`config.mk`:
```
export PLATFORM = sky130hd
export DESIGN_NAME = imem_loader
export DESIGN_NICKNAME = d
export VERILOG_FILES = /design/src/rtl/loader_pkg.sv /design/src/rtl/byte_packer.sv /design/src/rtl/imem_loader.sv
export SDC_FILE = /design/constraint.sdc
export NUM_CORES = 1
export LEC_CHECK = 0
export ABC_AREA = 1
export BUFFER_PORTS_ARGS = -buffer_cell sky130_fd_sc_hd__buf_2
export CORE_ASPECT_RATIO = 1.4
export CORE_UTILIZATION = 62
export DETAILED_ROUTE_END_ITERATION = 16
export HOLD_SLACK_MARGIN = 0.03
export PLACE_DENSITY = 0.92
export SYNTH_ARGS = -nofsm -noshare
export SYNTH_HDL_FRONTEND = slang
export SYNTH_SLANG_ARGS = --single-unit
```
`constraint.sdc`:
```
create_clock -name clk -period 7 [get_ports clk]
set_input_delay 0.35 -clock clk [delete_from_list [all_inputs] [get_ports clk]]
set_output_delay 0.35 -clock clk [all_outputs]
set_load 0.03 [all_outputs]
```
`src/rtl/loader_pkg.sv`:
```
// Shared definitions for the IMEM boot loader: FSM state encoding and
// image-format constants.
package loader_pkg;

   typedef enum logic [2:0] {
      ST_IDLE    = 3'd0,
      ST_HDR0    = 3'd1,
      ST_HDR1    = 3'd2,
      ST_DATA    = 3'd3,
      ST_RELEASE = 3'd4,
      ST_RUN     = 3'd5,
      ST_ERROR   = 3'd6
   } state_t;

   localparam int HDR_BYTES      = 2;
   localparam int BYTES_PER_WORD = 4;
   localparam int HDR_W          = 8 * HDR_BYTES;

   // States in which the stream is being consumed or the core is settling.
   function automatic logic is_busy(input state_t s);
      return (s == ST_HDR0) || (s == ST_HDR1) || (s == ST_DATA) || (s == ST_RELEASE);
   endfunction

endpackage

```
`src/rtl/byte_packer.sv`:
```
// Packs accepted stream bytes into a 32-bit little-endian word; flags the
// cycle in which the last byte of a word arrives.
module byte_packer
   import loader_pkg::*;
(
   input  logic        clk,
   input  logic        rst,
   input  logic        clear,
   input  logic        byte_en,
   input  logic [7:0]  byte_in,
   output logic        word_valid,
   output logic [31:0] word
);

   localparam int IDX_W = $clog2(BYTES_PER_WORD);
   localparam logic [IDX_W-1:0] LAST_IDX = IDX_W'(BYTES_PER_WORD - 1);

   logic [IDX_W-1:0] idx_q, idx_d;
   logic [31:0]      data_q, data_d;

   // NOTE: every combinational output gets a default first so no path
   // leaves it unassigned, which would otherwise infer a latch.
   always_comb begin
      idx_d      = idx_q;
      data_d     = data_q;
      word_valid = 1'b0;
      if (clear) begin
         idx_d  = '0;
         data_d = '0;
      end else if (byte_en) begin
         data_d[{idx_q, 3'b000} +: 8] = byte_in;
         idx_d      = idx_q + IDX_W'(1);
         word_valid = (idx_q == LAST_IDX);
      end
   end

   // The merged value is presented in the same cycle as the last byte so the
   // top can register it alongside the write strobe.
   assign word = data_d;

   // NOTE: sequential state uses non-blocking assignments so every flop
   // samples the pre-edge value of its neighbours.
   always_ff @(posedge clk or posedge rst) begin
      if (rst) begin
         idx_q  <= '0;
         data_q <= '0;
      end else begin
         idx_q  <= idx_d;
         data_q <= data_d;
      end
   end

endmodule

```
`src/rtl/imem_loader.sv`:
```
// Boot sequencer: holds the core in reset, loads a length-prefixed byte
// image into IMEM word by word, then releases the core after a fixed delay.
module imem_loader
   import loader_pkg::*;
#(
   parameter int ADDR_W      = 10,
   parameter int RELEASE_DLY = 4
) (
   input  logic              clk,
   input  logic              rst,
   input  logic              start,
   input  logic              s_valid,
   input  logic [7:0]        s_data,
   output logic              s_ready,
   output logic              imem_we,
   output logic [ADDR_W-1:0] imem_addr,
   output logic [31:0]       imem_wdata,
   output logic              core_rst,
   output logic              busy,
   output logic              done,
   output logic              err,
   output logic [ADDR_W:0]   words_loaded
);

   localparam int WL_W  = ADDR_W + 1;
   localparam int EXT_W = HDR_W + 1;
   localparam int CNT_W = $clog2(RELEASE_DLY + 1);
   localparam logic [EXT_W-1:0] CAPACITY = EXT_W'(1) << ADDR_W;

   state_t             state_q, state_d;
   logic [7:0]         hdr_lo_q, hdr_lo_d;
   logic [HDR_W-1:0]   num_words_q, num_words_d;
   logic [WL_W-1:0]    words_loaded_q, words_loaded_d;
   logic [CNT_W-1:0]   rel_cnt_q, rel_cnt_d;
   logic               imem_we_q, imem_we_d;
   logic [ADDR_W-1:0]  imem_addr_q, imem_addr_d;
   logic [31:0]        imem_wdata_q, imem_wdata_d;
   logic               core_rst_q, core_rst_d;
   logic               busy_q, busy_d;
   logic               done_q, done_d;
   logic               err_q, err_d;

   logic               accept;
   logic [HDR_W-1:0]   hdr_n;
   logic               pk_clear;
   logic               pk_en;
   logic               pk_word_valid;
   logic [31:0]        pk_word;

   assign s_ready = (state_q == ST_HDR0) || (state_q == ST_HDR1) || (state_q == ST_DATA);
   assign accept  = s_valid && s_ready;
   assign hdr_n   = {s_data, hdr_lo_q};

   byte_packer u_packer (
      .clk        (clk),
      .rst        (rst),
      .clear      (pk_clear),
      .byte_en    (pk_en),
      .byte_in    (s_data),
      .word_valid (pk_word_valid),
      .word       (pk_word)
   );

   // NOTE: combinational logic uses blocking assignments so later statements
   // see the values computed earlier in the same block.
   always_comb begin
      state_d        = state_q;
      hdr_lo_d       = hdr_lo_q;
      num_words_d    = num_words_q;
      words_loaded_d = words_loaded_q;
      rel_cnt_d      = rel_cnt_q;
      imem_we_d      = 1'b0;
      imem_addr_d    = imem_addr_q;
      imem_wdata_d   = imem_wdata_q;
      pk_clear       = 1'b0;
      pk_en          = 1'b0;

      case (state_q)
         ST_IDLE, ST_RUN, ST_ERROR: begin
            if (start) state_d = ST_HDR0;
         end
         ST_HDR0: begin
            if (accept) begin
               hdr_lo_d = s_data;
               state_d  = ST_HDR1;
            end
         end
         ST_HDR1: begin
            if (accept) begin
               num_words_d = hdr_n;
               if (hdr_n == '0) begin
                  state_d   = ST_RELEASE;
                  rel_cnt_d = CNT_W'(RELEASE_DLY);
               end else if (EXT_W'(hdr_n) > CAPACITY) begin
                  state_d = ST_ERROR;
               end else begin
                  state_d        = ST_DATA;
                  words_loaded_d = '0;
                  pk_clear       = 1'b1;
               end
            end
         end
         ST_DATA: begin
            pk_en = accept;
            if (pk_word_valid) begin
               imem_we_d      = 1'b1;
               imem_addr_d    = words_loaded_q[ADDR_W-1:0];
               imem_wdata_d   = pk_word;
               words_loaded_d = words_loaded_q + WL_W'(1);
               if ((EXT_W'(words_loaded_q) + EXT_W'(1)) == EXT_W'(num_words_q)) begin
                  state_d   = ST_RELEASE;
                  rel_cnt_d = CNT_W'(RELEASE_DLY);
               end
            end
         end
         ST_RELEASE: begin
            // The count is loaded on entry, so the last step lands exactly
            // RELEASE_DLY edges after the final byte.
            if (rel_cnt_q <= CNT_W'(1)) state_d = ST_RUN;
            else                        rel_cnt_d = rel_cnt_q - CNT_W'(1);
         end
         default: state_d = ST_IDLE;
      endcase

      // Status flags follow the next state so they change on the same edge.
      core_rst_d = (state_d != ST_RUN);
      busy_d     = is_busy(state_d);
      done_d     = (state_d == ST_RUN);
      err_d      = (state_d == ST_ERROR);
   end

   always_ff @(posedge clk or posedge rst) begin
      if (rst) begin
         state_q        <= ST_IDLE;
         hdr_lo_q       <= '0;
         num_words_q    <= '0;
         words_loaded_q <= '0;
         rel_cnt_q      <= '0;
         imem_we_q      <= 1'b0;
         imem_addr_q    <= '0;
         imem_wdata_q   <= '0;
         core_rst_q     <= 1'b1;
         busy_q         <= 1'b0;
         done_q         <= 1'b0;
         err_q          <= 1'b0;
      end else begin
         state_q        <= state_d;
         hdr_lo_q       <= hdr_lo_d;
         num_words_q    <= num_words_d;
         words_loaded_q <= words_loaded_d;
         rel_cnt_q      <= rel_cnt_d;
         imem_we_q      <= imem_we_d;
         imem_addr_q    <= imem_addr_d;
         imem_wdata_q   <= imem_wdata_d;
         core_rst_q     <= core_rst_d;
         busy_q         <= busy_d;
         done_q         <= done_d;
         err_q          <= err_d;
      end
   end

   assign imem_we      = imem_we_q;
   assign imem_addr    = imem_addr_q;
   assign imem_wdata   = imem_wdata_q;
   assign core_rst     = core_rst_q;
   assign busy         = busy_q;
   assign done         = done_q;
   assign err          = err_q;
   assign words_loaded = words_loaded_q;

endmodule

```
# ---- Word-level counts from Yosys, hierarchy flattened
# Index checks and enable logic that the tools add are counted.
dict set report word_totals {
  word_cells 96
  ff_bits 122
  output_inout_bits 59
}
dict set report op_classes {
  reduce_logical 17
  muxes 34
  shifts 2
  magnitude_cmp 2
  add_sub_neg 5
  eq_ne 22
}
# op n
set op_table {}
lappend op_table {{$mux W32} 2}
lappend op_table {{$mux W11} 4}
lappend op_table {{$mux W3} 13}
lappend op_table {{$bwmux W32} 1}
lappend op_table {{$shift A8 B7 Y32 const A} 1}
lappend op_table {{$shiftx A8 B7 Y32} 1}
lappend op_table {{$pmux W11 S2} 1}
lappend op_table {{$eq A3 B3 Y1 const B} 6}
lappend op_table {{$eq A12 B16 Y1} 1}
lappend op_table {{$gt A16 B11 Y1 const B} 1}
lappend op_table {{$logic_not A16 Y1} 1}
lappend op_table {{$pmux W3 S5} 1}
lappend op_table {{$add A11 B1 Y12 const B} 1}
lappend op_table {{$eq A3 B2 Y1 const B} 4}
lappend op_table {{$add A11 B1 Y11 const B} 1}
lappend op_table {{$ne A2 B2 Y1 const B} 5}
lappend op_table {{$mux W1} 9}
lappend op_table {{$pmux W3 S3} 1}
lappend op_table {{$neg A5 Y7} 1}
lappend op_table {{$eq A3 B1 Y1 const B} 2}
lappend op_table {{$reduce_and A2 Y1} 3}
lappend op_table {{$reduce_and A6 Y1} 1}
lappend op_table {{$logic_or A1 B1 Y1} 5}
lappend op_table {{$reduce_and A5 Y1} 1}
lappend op_table {{other kinds (12)} 15}

# ---- Longest topological paths before layout
dict set report logic_depth {
  ltp_word 13
  depth_mapped 15
}

# ---- Hierarchy
# From an unflattened synthesis, not the netlist that was laid out.
dict set report unflattened {
  cells_unflattened 727
  hier_area_um2 5908.2
}
# mod instances cells_each area_each_um2
set modules_own_cells {}
lappend modules_own_cells {imem_loader 1 513 4070.2}
lappend modules_own_cells {byte_packer 1 214 1838.0}

# ---- Least setup slack after synthesis
# No wires, ideal clock.
dict set report synth_timing {
  path_kind {flip-flop to flip-flop}
  startpoint {register u_packer.idx_q[0]}
  endpoint {register imem_wdata_q[23], in the netlist imem_wdata[23]}
  setup_time_ns 0.083
  t_arrival_ns 2.412
  period_less_slack_ns 2.495
  path_buffers 3
  path_slack_ns 4.505
  stages_incl_launch_ff 12
  path_cell_list {dfrtp_1 -> clkbuf_1 -> clkbuf_1 -> inv_1 -> ha_1 -> buf_2 -> clkinv_1 -> nor2_1 -> nand3_1 -> nand2_1 -> o21ai_0 -> o21ai_0}
}
dict set report synth_between {
  elab_chain_len 5
}
# item line_no
set synth_rtl {}
lappend synth_rtl {{from (decl)} byte_packer.sv:18} ;# logic [IDX_W-1:0] idx_q, idx_d;
lappend synth_rtl {{from (signal assigned)} byte_packer.sv:48} ;# idx_q <= idx_d;
lappend synth_rtl {{$neg A5 Y7} byte_packer.sv:31} ;# data_d[{idx_q, 3'b000} +: 8] = byte_in;
lappend synth_rtl {{$shiftx A8 B7 Y32 or $shift A8 B7 Y32 (tied branches)} byte_packer.sv:31}
lappend synth_rtl {{$bwmux W32} byte_packer.sv:31}
lappend synth_rtl {{$mux W32} byte_packer.sv:30} ;# end else if (byte_en) begin
lappend synth_rtl {{$mux W32} byte_packer.sv:27} ;# if (clear) begin
lappend synth_rtl {{to (signal assigned)} imem_loader.sv:154} ;# imem_wdata_q <= imem_wdata_d;
lappend synth_rtl {{to (decl)} imem_loader.sv:37} ;# logic [31:0] imem_wdata_q, imem_wdata_d;
# Parallel ways exist; a longest one is shown, timed or not.
# A chain may end at the register's enable or synchronous reset.

# ---- Worst setup path after layout
dict set report layout_timing {
  startpoint {register u_packer.idx_q[0]}
  endpoint {register words_loaded_q[4], in the netlist words_loaded[4]}
}
dict set report layout_between {
  elab_chain_len 5
}
# item line_no
set layout_rtl {}
lappend layout_rtl {{$eq A2 B2 Y1} byte_packer.sv:33} ;# word_valid = (idx_q == LAST_IDX);
lappend layout_rtl {{$mux W1} byte_packer.sv:30}
lappend layout_rtl {{$mux W1} byte_packer.sv:27}
lappend layout_rtl {{$ne A2 B2 Y1 (no line)} --}
lappend layout_rtl {{$reduce_and A5 Y1 (no line)} --}
lappend layout_rtl {{to (signal assigned)} imem_loader.sv:150} ;# words_loaded_q <= words_loaded_d;
lappend layout_rtl {{to (decl)} imem_loader.sv:33} ;# logic [WL_W-1:0] words_loaded_q, words_loaded_d;
# No other way between the ends.

==> results.txt <==
----------------------------------------------------
[Synthesis]
  Post-synthesis register bit count ... 114
  Primary FF master, synth ... sky130_fd_sc_hd__dfrtp_1
  Fraction of synthesis flops using an asynchronous set or reset pin ... 100%
  Per-instance average area after synthesis ... 8.01 µm²
  Share of synthesized area occupied by flip-flops and latches ... 52.9%
  Number of enable flip-flop cells after synthesis ... 0
  Number of instances in the synthesized netlist ... 674
  Number of unique standard cell types used by synthesis ... 29
  Area of the mapped netlist ... 5400 µm²
  Count of synthesis-stage warnings from yosys ... 0
  Post-synth net total ... 694

[Placed design]
  Buffers added on ports ... 70
  Setup WS pre-CTS ... 4.09 ns
  RePlAce Congestion ... 0.942
  Detail Placement HPWL ... 8380 µm
  Number of placed instances with taps included ... 822

[Clock tree]
  Sink count of the clock tree ... 114
  Clock root buffer ... sky130_fd_sc_hd__clkbuf_16
  Clock tree from TritonCTS ... built
  Clock latency of the later-clocked register in the worst-skew pair ... 0.41 ns
  Resize count post-CTS ... 0
  H-tree Lvls ... 4
  Deepest clock path buffer count ... 2
  Setup bufs post-CTS ... 0
  Hold-fix buffer count after cts ... 0
  Clock transition at path regs ... 0.05 ns
  Inserted Clock Buffers ... 17

[STA]
  Worst Hold Slack ... 0.0345 ns
  Hold Vio Cnt, Final ... 0
  Maximum clock frequency ... 0.319 GHz
  Sum of negative setup slack ... 0 ns
  Unrepaired setup endpoints after global routing ... no
  Total setup violations reported at the end of the flow ... 0
  Worst Clk Skew ... 0.00525 ns
  Fin worst setup slack ... 3.87 ns
  Count of pins over their slew limit ... 0
  Min Tclk post-route ... 3.13 ns
  Slew at the pin with the worst max-slew slack ... 0.990 ns
  Normalized max-slew margin ... 33.9%
  Fraction of the cycle the final worst path needs ... 44.8%

[Final layout]
  Fraction of final layout cells with drive strength greater than 1 ... 15.9%
  Ant. Diodes ... 0
  Area growth from synthesis to layout ... 16.8%
  Most common library cell in the layout ignoring fill and taps ... sky130_fd_sc_hd__nand2_1
  # nets final ... 759
  Non-filler cells, final ... 852
  Top library cells by usage in the layout, fill and taps aside ... 182 x sky130_fd_sc_hd__nand2_1, 113 x sky130_fd_sc_hd__dfrtp_1, 92 x sky130_fd_sc_hd__o21ai_0, 73 x sky130_fd_sc_hd__nor2_1, 71 x sky130_fd_sc_hd__inv_1

[Flow run]
  Max-cap check violation count ... 0

[Global route]
  Residual overflow from global routing ... 0
  First-pass GRT wire length ... 21,300 µm
  Largest net degree at the start of global routing ... 73
  Number of global-route vias before repair ... 4,706
  Overall fraction of global-route tracks in use ... 30.8%
  Antenna violations before repair ... 0

[Detailed routing]
  Post-detailed-route via-to-cell ratio ... 5.68
  Number of DRC violations after detailed-routing iteration 0 ... 288
  Count of unresolved DRC violations after routing ... 0
  Routed length per placed instance ... 14.7 µm
  Drt total wl ... 12,500 µm
  Via count of the routed design ... 4,841
  DRT antenna net count ... 0
  Router iterations before antenna repair ... 8

[Floorplan]
  Overall die width ... 80.9 µm
  Effective utilization at floorplan ... 65.1%
  Die Area ... 9090 µm²
  Cell row count ... 39
  Die Span Y ... 112 µm
  Boundary Pins ... 71
  Area of the placeable core ... 8300 µm²

[Setup path]
  Maximum net fanout on the critical path ... 72
  Cell depth of the worst setup path ... 7
  Element type at the critical path start ... flip-flop
  Peak per-stage delay on the critical path ... 0.72 ns
  CP Capture Type ... flip-flop
  Crit path max-delay cell type ... sky130_fd_sc_hd__inv_2
  Depth of the worst register-to-register path ... 7
  Cell-by-cell listing of the critical path ... ha_1 -> inv_1 -> nor2_8 -> inv_2 -> nand2_1 -> nand3_1 -> o21ai_0
  Required time at the worst-slack endpoint ... 7.25 ns
  Combined buffer and inverter count along the critical path ... 2
  Endpoint arrival time on the critical path ... 3.38 ns
  Worst setup path class ... flip-flop to flip-flop
  Kind of cell adding the most delay to the critical path ... simple AND/OR/NAND/NOR gates

[Outcome]
  Run status ... finished, final reports clean

[Min path]
  Hold/Removal Path Class ... primary input to async pin

[Power and ir drop]
  Max rail drop VDD ... 0.438 mV
  P per Cell Area ... 468 nW/µm²
  Leak ... 3.10 nW

----------------------------------------------------
synthesized netlist by cell type, types with 3 or more instances:
cell | number | area (µm²)
sky130_fd_sc_hd__nand4_1 | 16 | 100
sky130_fd_sc_hd__inv_1 | 72 | 270
sky130_fd_sc_hd__ha_1 | 8 | 100
sky130_fd_sc_hd__nand2_1 | 182 | 683
sky130_fd_sc_hd__a31oi_1 | 4 | 25.0
sky130_fd_sc_hd__nor2_2 | 7 | 43.8
sky130_fd_sc_hd__inv_2 | 3 | 11.3
sky130_fd_sc_hd__buf_2 | 13 | 65.1
sky130_fd_sc_hd__nor3_1 | 4 | 20.0
sky130_fd_sc_hd__o21ai_1 | 8 | 40.0
sky130_fd_sc_hd__nor2_1 | 73 | 274
sky130_fd_sc_hd__clkbuf_1 | 12 | 45.0
sky130_fd_sc_hd__a21oi_1 | 4 | 20.0
sky130_fd_sc_hd__o21ai_0 | 92 | 460
sky130_fd_sc_hd__nand3_1 | 48 | 240
sky130_fd_sc_hd__dfrtp_1 | 113 | 2830
stage by stage:
stage | area [µm²] | power [mW] | utilization, %
6_report | 6300 | 2.95 | 76.0
5_1_grt | 6300 | 3.13 | 76.0
4_1_cts | 6300 | 2.95 | 76.0
3_5_place_dp | 5780 | 2.16 | 69.6
3_3_place_gp | 5780 | 2.11 | 69.6
2_1_floorplan | 5400 | 1.86 | -
final timing paths:
kind | slack [ns] | startpoint | end
setup reg to reg | 3.87 | u_packer.idx_q[0]$_DFFE_PP0P_ | words_loaded[4]$_DFFE_PP0P_
min in group clk | 0.27 | s_data[6] | hdr_lo_q[6]$_DFFE_PP0P_
hold reg to reg | 0.48 | imem_addr[6]$_DFFE_PP0P_ | imem_addr[6]$_DFFE_PP0P_
max in group asynchronous | 5.77 | rst | imem_wdata[20]$_DFFE_PP0P_
setup / recovery | 3.87 | u_packer.idx_q[0]$_DFFE_PP0P_ | words_loaded[4]$_DFFE_PP0P_
hold / removal | 0.03 | rst | imem_wdata[2]$_DFFE_PP0P_
report_power, final:
| part | internal, mW | switching, mW | total, mW |
|---|---|---|---|
| Sequential | 0.893 | 0.152 | 1.05 |
| Clock | 0.497 | 0.276 | 0.773 |
| Combinational | 0.321 | 0.811 | 1.13 |
| Total | 1.71 | 1.24 | 2.95 |
final cells by class:
class                   count  area (µm²)
fillers                   537        1990
well taps                 102         128
inverters                  76         288
repair buffers             71         358
multi-input cells         459        2150
flip-flops and latches    114        2850
clock inverters             7        60.1
clock buffers              23         468
flip-flops by register name, summed over array words and instances (netlist names), 2 cells and up:
name and cells:
state_q 3, imem_wdata 32, words_loaded 11, u_packer.idx_q 2, hdr_lo_q 8, num_words_q 16
imem_addr 10, u_packer.data_q 24, rel_cnt_q 3
per-layer routing:
layer / track usage [%] / vias up / share of wire [%]
li1: - / 2295 / -
met1: 35.9 / 2267 / 39
met2: 51.4 / 222 / 51
met3: 6.50 / 57 / 5.6
met4: 17.7 / 0 / 4.2
met5: 0 / - / 0
kinds of logic after synthesis:
kind of cell / count (synthesis) / synth area share (%)
compound gates: 111 / 10.7
flops: 114 / 52.9
fa+ha+maj: 8 / 1.85
xor+xnor: 1 / 0.162
buf+inv: 101 / 7.32
simple gates: 339 / 27.1
(Power assumes the default switching activity.)
